File: src/rtl/fifo_sync_vr.sv
// Single-clock valid/ready FIFO with occupancy count, programmable almost flags and flush.
// Optional high-water-mark tracking is enabled by defining FIFO_SYNC_VR_PEAK_EN.
module fifo_sync_vr #(
  parameter int DATA_WIDTH = 8,
  parameter int PTR_WIDTH  = 3
) (
  input  logic                  i_clk,
  input  logic                  i_rst,
  input  logic                  i_flush,
  input  logic                  i_valid,
  output logic                  o_ready,
  input  logic [DATA_WIDTH-1:0] i_data,
  output logic                  o_valid,
  input  logic                  i_ready,
  output logic [DATA_WIDTH-1:0] o_data,
  output logic [PTR_WIDTH:0]    o_count,
  input  logic [PTR_WIDTH:0]    i_af_thresh,
  input  logic [PTR_WIDTH:0]    i_ae_thresh,
  output logic                  o_almost_full,
`ifdef FIFO_SYNC_VR_PEAK_EN
  input  logic                  i_peak_clr,
  output logic [PTR_WIDTH:0]    o_peak_count,
`endif
  output logic                  o_almost_empty
);

  localparam int DEPTH = 1 << PTR_WIDTH;
  localparam logic [PTR_WIDTH:0] PTR_ONE = 1;

  logic [DATA_WIDTH-1:0] mem [DEPTH];
  logic [PTR_WIDTH:0]    wr_ptr, rd_ptr;
  logic [PTR_WIDTH:0]    wr_ptr_next, rd_ptr_next;
  logic                  full, empty;
  logic                  wr_beat, rd_beat;

  // Wrap bit distinguishes full from empty when the address bits coincide.
  assign empty = (wr_ptr == rd_ptr);
  assign full  = (wr_ptr[PTR_WIDTH-1:0] == rd_ptr[PTR_WIDTH-1:0]) &&
                 (wr_ptr[PTR_WIDTH] != rd_ptr[PTR_WIDTH]);

  assign o_ready = !full;
  assign o_valid = !empty;
  assign wr_beat = i_valid && !full;
  assign rd_beat = i_ready && !empty;

  always_comb begin
    wr_ptr_next = wr_ptr;
    rd_ptr_next = rd_ptr;
    if (i_flush) begin
      wr_ptr_next = '0;
      rd_ptr_next = '0;
    end else begin
      if (wr_beat) wr_ptr_next = wr_ptr + PTR_ONE;
      if (rd_beat) rd_ptr_next = rd_ptr + PTR_ONE;
    end
  end

  always_ff @(posedge i_clk or negedge i_rst) begin
    if (!i_rst) begin
      wr_ptr <= '0;
      rd_ptr <= '0;
    end else begin
      wr_ptr <= wr_ptr_next;
      rd_ptr <= rd_ptr_next;
    end
  end

  always_ff @(posedge i_clk) begin
    if (wr_beat && !i_flush) mem[wr_ptr[PTR_WIDTH-1:0]] <= i_data;
  end

  assign o_data         = mem[rd_ptr[PTR_WIDTH-1:0]];
  assign o_count        = wr_ptr - rd_ptr;
  assign o_almost_full  = (o_count >= i_af_thresh);
  assign o_almost_empty = (o_count <= i_ae_thresh);

`ifdef FIFO_SYNC_VR_PEAK_EN
  logic [PTR_WIDTH:0] count_next;

  // Peak tracks the post-edge occupancy, so compare against next-state pointers.
  assign count_next = wr_ptr_next - rd_ptr_next;

  always_ff @(posedge i_clk or negedge i_rst) begin
    if (!i_rst) begin
      o_peak_count <= '0;
    end else if (i_peak_clr || (count_next > o_peak_count)) begin
      o_peak_count <= count_next;
    end
  end
`endif

endmodule

File: config.mk
export PLATFORM = sky130hd
export DESIGN_NAME = fifo_sync_vr
export DESIGN_NICKNAME = d
export VERILOG_FILES = /design/src/rtl/fifo_sync_vr.sv
export SDC_FILE = /design/constraint.sdc
export NUM_CORES = 1
export LEC_CHECK = 0
export CAP_MARGIN = 30
export CORE_MARGIN = 2
export CORE_UTILIZATION = 55
export CTS_BUF_LIST = sky130_fd_sc_hd__clkbuf_8
export CTS_CLUSTER_DIAMETER = 120
export DETAILED_ROUTE_END_ITERATION = 8
export HOLD_SLACK_MARGIN = 0.08
export PLACE_DENSITY = 0.78
export SLEW_MARGIN = 20
export SYNTH_ARGS = -nofsm -noshare
export SYNTH_HDL_FRONTEND = slang
export SYNTH_SLANG_ARGS = --single-unit
File: constraint.sdc
create_clock -name i_clk -period 3.5 [get_ports i_clk]
set_input_delay 0.7 -clock i_clk [delete_from_list [all_inputs] [get_ports i_clk]]
set_output_delay 0.7 -clock i_clk [all_outputs]
set_load 0.05 [all_outputs]
# --- Word level (Yosys, flattened, before mapping) ---
# Memories as Yosys holds them, arrays and structs flattened.
# Cells that the tools add are included.
word_totals:
  wordCells: 26
  mem_count: 1
  output_inout_bits: 16
  inputBits: 21
  ramBits: 64
  reg_bits: 8
op_classes:
  n_reduce_logical: 9
  addsub: 3
  mux: 6
  magnitude_cmp: 2
  n_eq_ne: 3
memory_table:
  columns: ["memory", "words", "width", "read_ports", "rd_ports_with_merged_regs", "wr", "line", "source"]
  rows:
  - ["mem", 8, 8, 1, 0, 1, "30", "logic [DATA_WIDTH-1:0] mem [DEPTH];"]
op_table:
  columns: ["op", "n"]
  rows:
  - ["4-bit two-way mux", 4]
  - ["4-bit by 1-bit adder with 4-bit output (second input constant)", 2]
  - ["4-bit == test", 1]
  - ["4-bit >= comparator", 1]
  - ["4-bit <= comparator", 1]
  - ["1-bit logical AND", 4]
  - ["2-bit nonzero test", 2]
  - ["4-bit subtractor", 1]
  - ["3-bit == test", 1]
  - ["1-bit zero test", 3]
  - ["1-bit two-way mux", 2]
  - ["1-bit inequality test", 1]

# --- Logic depth before layout (Yosys ltp) ---
depth:
  depth_word: 7
  depth_mapped: 11
  depth_no_buf: 10

# --- Worst setup path before layout ---
# No wires, ideal clock.
synth_path:
  kind: "register -> output"
  startpoint: "register rd_ptr[1]"
  endpoint: "output o_almost_empty"
  n_path_buf: 2
  arrival_time_ps: 3613
  t_required_ps: 2800
  path_slack_ps: -813
  path_stages_with_launch: 11
  cell_sequence: "dfrtp_1 buf_2 buf_2 inv_1 ha_1 a21o_1 a21oi_1 xnor2_1 ha_1 nand2_1 o21ai_0"
synth_between:
  elab_chain_cells: 2
synth_lines:
  columns: ["element", "line", "source"]
  rows:
  - ["from (decl)", "31", "logic [PTR_WIDTH:0] wr_ptr, rd_ptr;"]
  - ["from (signal assigned)", "64", "rd_ptr <= rd_ptr_next;"]
  - ["4-bit subtractor", "73", "assign o_count = wr_ptr - rd_ptr;"]
  - ["via o_count[3]", "16", "output logic [PTR_WIDTH:0] o_count,"]
  - ["4-bit <= comparator", "75", "assign o_almost_empty = (o_count <= i_ae_thresh);"]
  - ["to (decl)", "24", "output logic o_almost_empty"]
# The timed path passes the listed nets, and every way through them passes these cells.

# --- Worst setup path after layout ---
layout_path:
  startpoint: "register wr_ptr[0]"
  endpoint: "output o_almost_empty"
layout_between:
  elab_chain_cells: 2
layout_lines:
  columns: ["element", "line", "source"]
  rows:
  - ["from (decl)", "31", null]
  - ["from (signal assigned)", "63", "wr_ptr <= wr_ptr_next;"]
  - ["4-bit subtractor", "73", null]
  - ["4-bit <= comparator", "75", null]
# Every way passes these cells.

==> flow_summary.toml <==
[outcome]
outcome = "finished clean"

[cts]
h-tree-depth = 3
tritoncts = "built"
post-cts-setup-buffers = 0
cts_buffers = 9
clkSinkCount = 72
clock_latency_ps = 340
cts.clk_slew.worst_paths_ps = 70
cts-resized-gates = 0
root_buffer = "clkbuf_8"
ctsHoldBuffers = 0
clockBufferDepth = 2

[power]
swShare_pct = 30.5
pwr-share-clk_pct = 28.9
power_frac_comb_pct = 30.4
ir_drop_mv = 0.426
seq_power_share_pct = 40.8
power_switching_uw = 722
leakage_nw = 1.48
internal_power_mw = 1.65
power.density_mw_per_mm2 = 596
totalPowerFinal_mw = 2.37

[place]
finalWeightedCongestion = 0.805
place_hpwl_um = 4080
numPortBuffers = 36
placed_area_mm2 = 0.00376

[yosys]
synthCells = 206
synth_area_per_cell_um2 = 15.8
syn-num-nets = 241
synth_cell_types = 35
yosysTopAreaCellShare_pct = 59.1
yosysWarnings = 0
ys_top_cells_by_area = "edfxtp_1 59%, mux4_1 6.5%, dfrtp_1 6.2%, mux4_2 5.5%, ha_1 5.0%"
yosysSeqAreaShare_pct = 65.3
yosys.area.top_type = "edfxtp_1"
ys_ff_latch = 72
syn_area_mm2 = 0.00325

[floorplan]
dieArea_mm2 = 0.00654
io-pin-count = 37
die_height_um = 80.9
rows = 27
coreArea_mm2 = 0.00561
die_w_um = 80.9
start_util_pct = 58.0

[final_layout]
final_common_cell = "edfxtp_1"
fin_util_pct = 70.9
layout-drive-gt1-share_pct = 18.5
n_antenna_cell = 0
synthToLayoutAreaGrowth_pct = 22.2
nets = 290
design_area_mm2 = 0.00397
layout_common_cells = "64 x edfxtp_1, 32 x nand2_1, 29 x clkdlybuf4s50_1"

[route]
post_drt_wl_per_cell_um = 18.1
drt_iter0_drc = 155
drt_wl_total_um = 6000
via_per_inst = 5.52
drtPass1Iterations = 7
vias = 1831
drc = 0
ant_nets = 0

[worst_setup_path]
end_kind = "primary output"
worst_ep_required_time_ps = 2800
arrival_ps = 2610
cp-start-kind = "flip-flop"
crit_family = "adder cells"
cp_max_fo = 8
crit_buf_inv = 3
cp_cell_sequence = "inv_1 -> ha_1 -> inv_1 -> fa_1 -> xor2_2 -> ha_1 -> nand2_1 -> o21ai_0 -> o21ai_1 -> buf_12"
cpPeakStageDelay_ps = 460
crit_type = "reg -> out"
slowest_stage = "dfrtp_2"

[global_route]
grt_usage_pct = 20.6
antenna_found_initial = 0
grt_max_degree = 20
grt_pass1_vias = 1817
grt_overflow_total = 0
grt_pass1_wl_um = 9340

[sta]
finClkSkew_ps = 11.1
fmax_mhz = 302
setup_violations = 0
slew_headroom_pct = 61.5
hold_viol_final = 0
rsz0062_at_grt = "no"
min_period_ps = 3310
holdWs_ps = 643
post-route-period-util_pct = 94.6
drv_slew = 0
tightest_slew_ps = 573

[hold_path]
hp-class = "in -> async"

[job]
max_cap_violations = 0
## synth_stat cells, drive strengths merged
| cell | number |
|---|---|
| o211ai | 1 |
| ha | 13 |
| a21oi | 8 |
| nand2 | 32 |
| fa | 1 |
| and4 | 2 |
| nor3 | 2 |
| a21o | 1 |
| o21ai | 5 |
| dfrtp | 8 |
| a31o | 1 |
| clkbuf | 3 |
| nor4 | 4 |
| mux4 | 16 |
| xnor2 | 6 |
| buf | 5 |
| and3 | 1 |
| inv | 14 |
| nand4 | 2 |
| edfxtp | 64 |
| nand3 | 1 |
| nor2 | 9 |
| a21boi | 2 |
| xor2 | 3 |
| mux2i | 1 |
| nand2b | 1 |
## final timing paths
| kind | from | end | slack, ps | cells past startpoint |
|---|---|---|---|---|
| hold reg to reg | rd_ptr[3] | rd_ptr[3] | 640 | 2 |
| min in group i_clk | rd_ptr[3] | rd_ptr[3] | 640 | 2 |
| setup / recovery | wr_ptr[0] | o_almost_empty | 190 | 10 |
| hold / removal | i_rst | rd_ptr[0] | 640 | 1 |
| setup reg to reg | wr_ptr[0] | mem[0][6] | 1040 | 5 |
| max in group asynchronous | i_rst | wr_ptr[1] | 2570 | 1 |
## flip-flops by register name (all words and copies together) (netlist names)
register and count:
mem 64, wr_ptr 4, rd_ptr 4
## worst register-to-register path, stage by stage (launching register included)
cell	delay [ps]
dfrtp_2	440
inv_1	100
ha_1	380
and3_1	280
a21boi_2	330
and4_1	580
## area by class of cell
cell class              count  area [µm²]
flip-flops and latches     72        2120
fillers                   393        1630
multi-input cells         112        1040
repair buffers             46         455
clock buffers               9         124
well taps                  72        90.1
clock inverters             7        87.6
inverters                  14        52.6
## power by group through the flow
stage	Combinational (mW)	Sequential (mW)	Clock, mW
detailed placement	0.723	0.983	0
CTS	0.725	0.964	0.697
floorplan	0.504	0.978	0
finish	0.719	0.965	0.684
global route	0.774	0.966	0.739
global placement	0.712	0.981	0
## cell families after synthesis
| kind of cell | count (synthesis) | share of synthesized area (%) |
|---|---|---|
| DFF | 72 | 65.3 |
| and+or+nand+nor | 54 | 7.27 |
| buffers and inverters | 22 | 3.43 |
| AOI/OAI and AO/OA | 18 | 3.43 |
| muxes | 17 | 12.3 |
| adders and majority gates | 14 | 5.62 |
| xor gates and xnor gates | 9 | 2.66 |
## metrics by stage
| step | worst slack (ps) | TNS [ps] | std cells |
|---|---|---|---|
| global placement | 550 | 0 | 316 |
| finish | 190 | 0 | 332 |
| detailed placement | 483 | 0 | 316 |
| CTS | 91.2 | 0 | 332 |
| floorplan | -120 | -120 | 206 |
| global route | 4.92 | 0 | 332 |
## metal layers
layer	wire, µm	GRT usage, %	up-vias	share of wire, %
li1	-	-	878	-
met1	2560	28.2	896	43
met2	3010	31.8	48	50
met3	346	5.67	9	5.8
met4	91	8.14	0	1.5
met5	0	0	-	0
(Power assumes the default switching activity.)
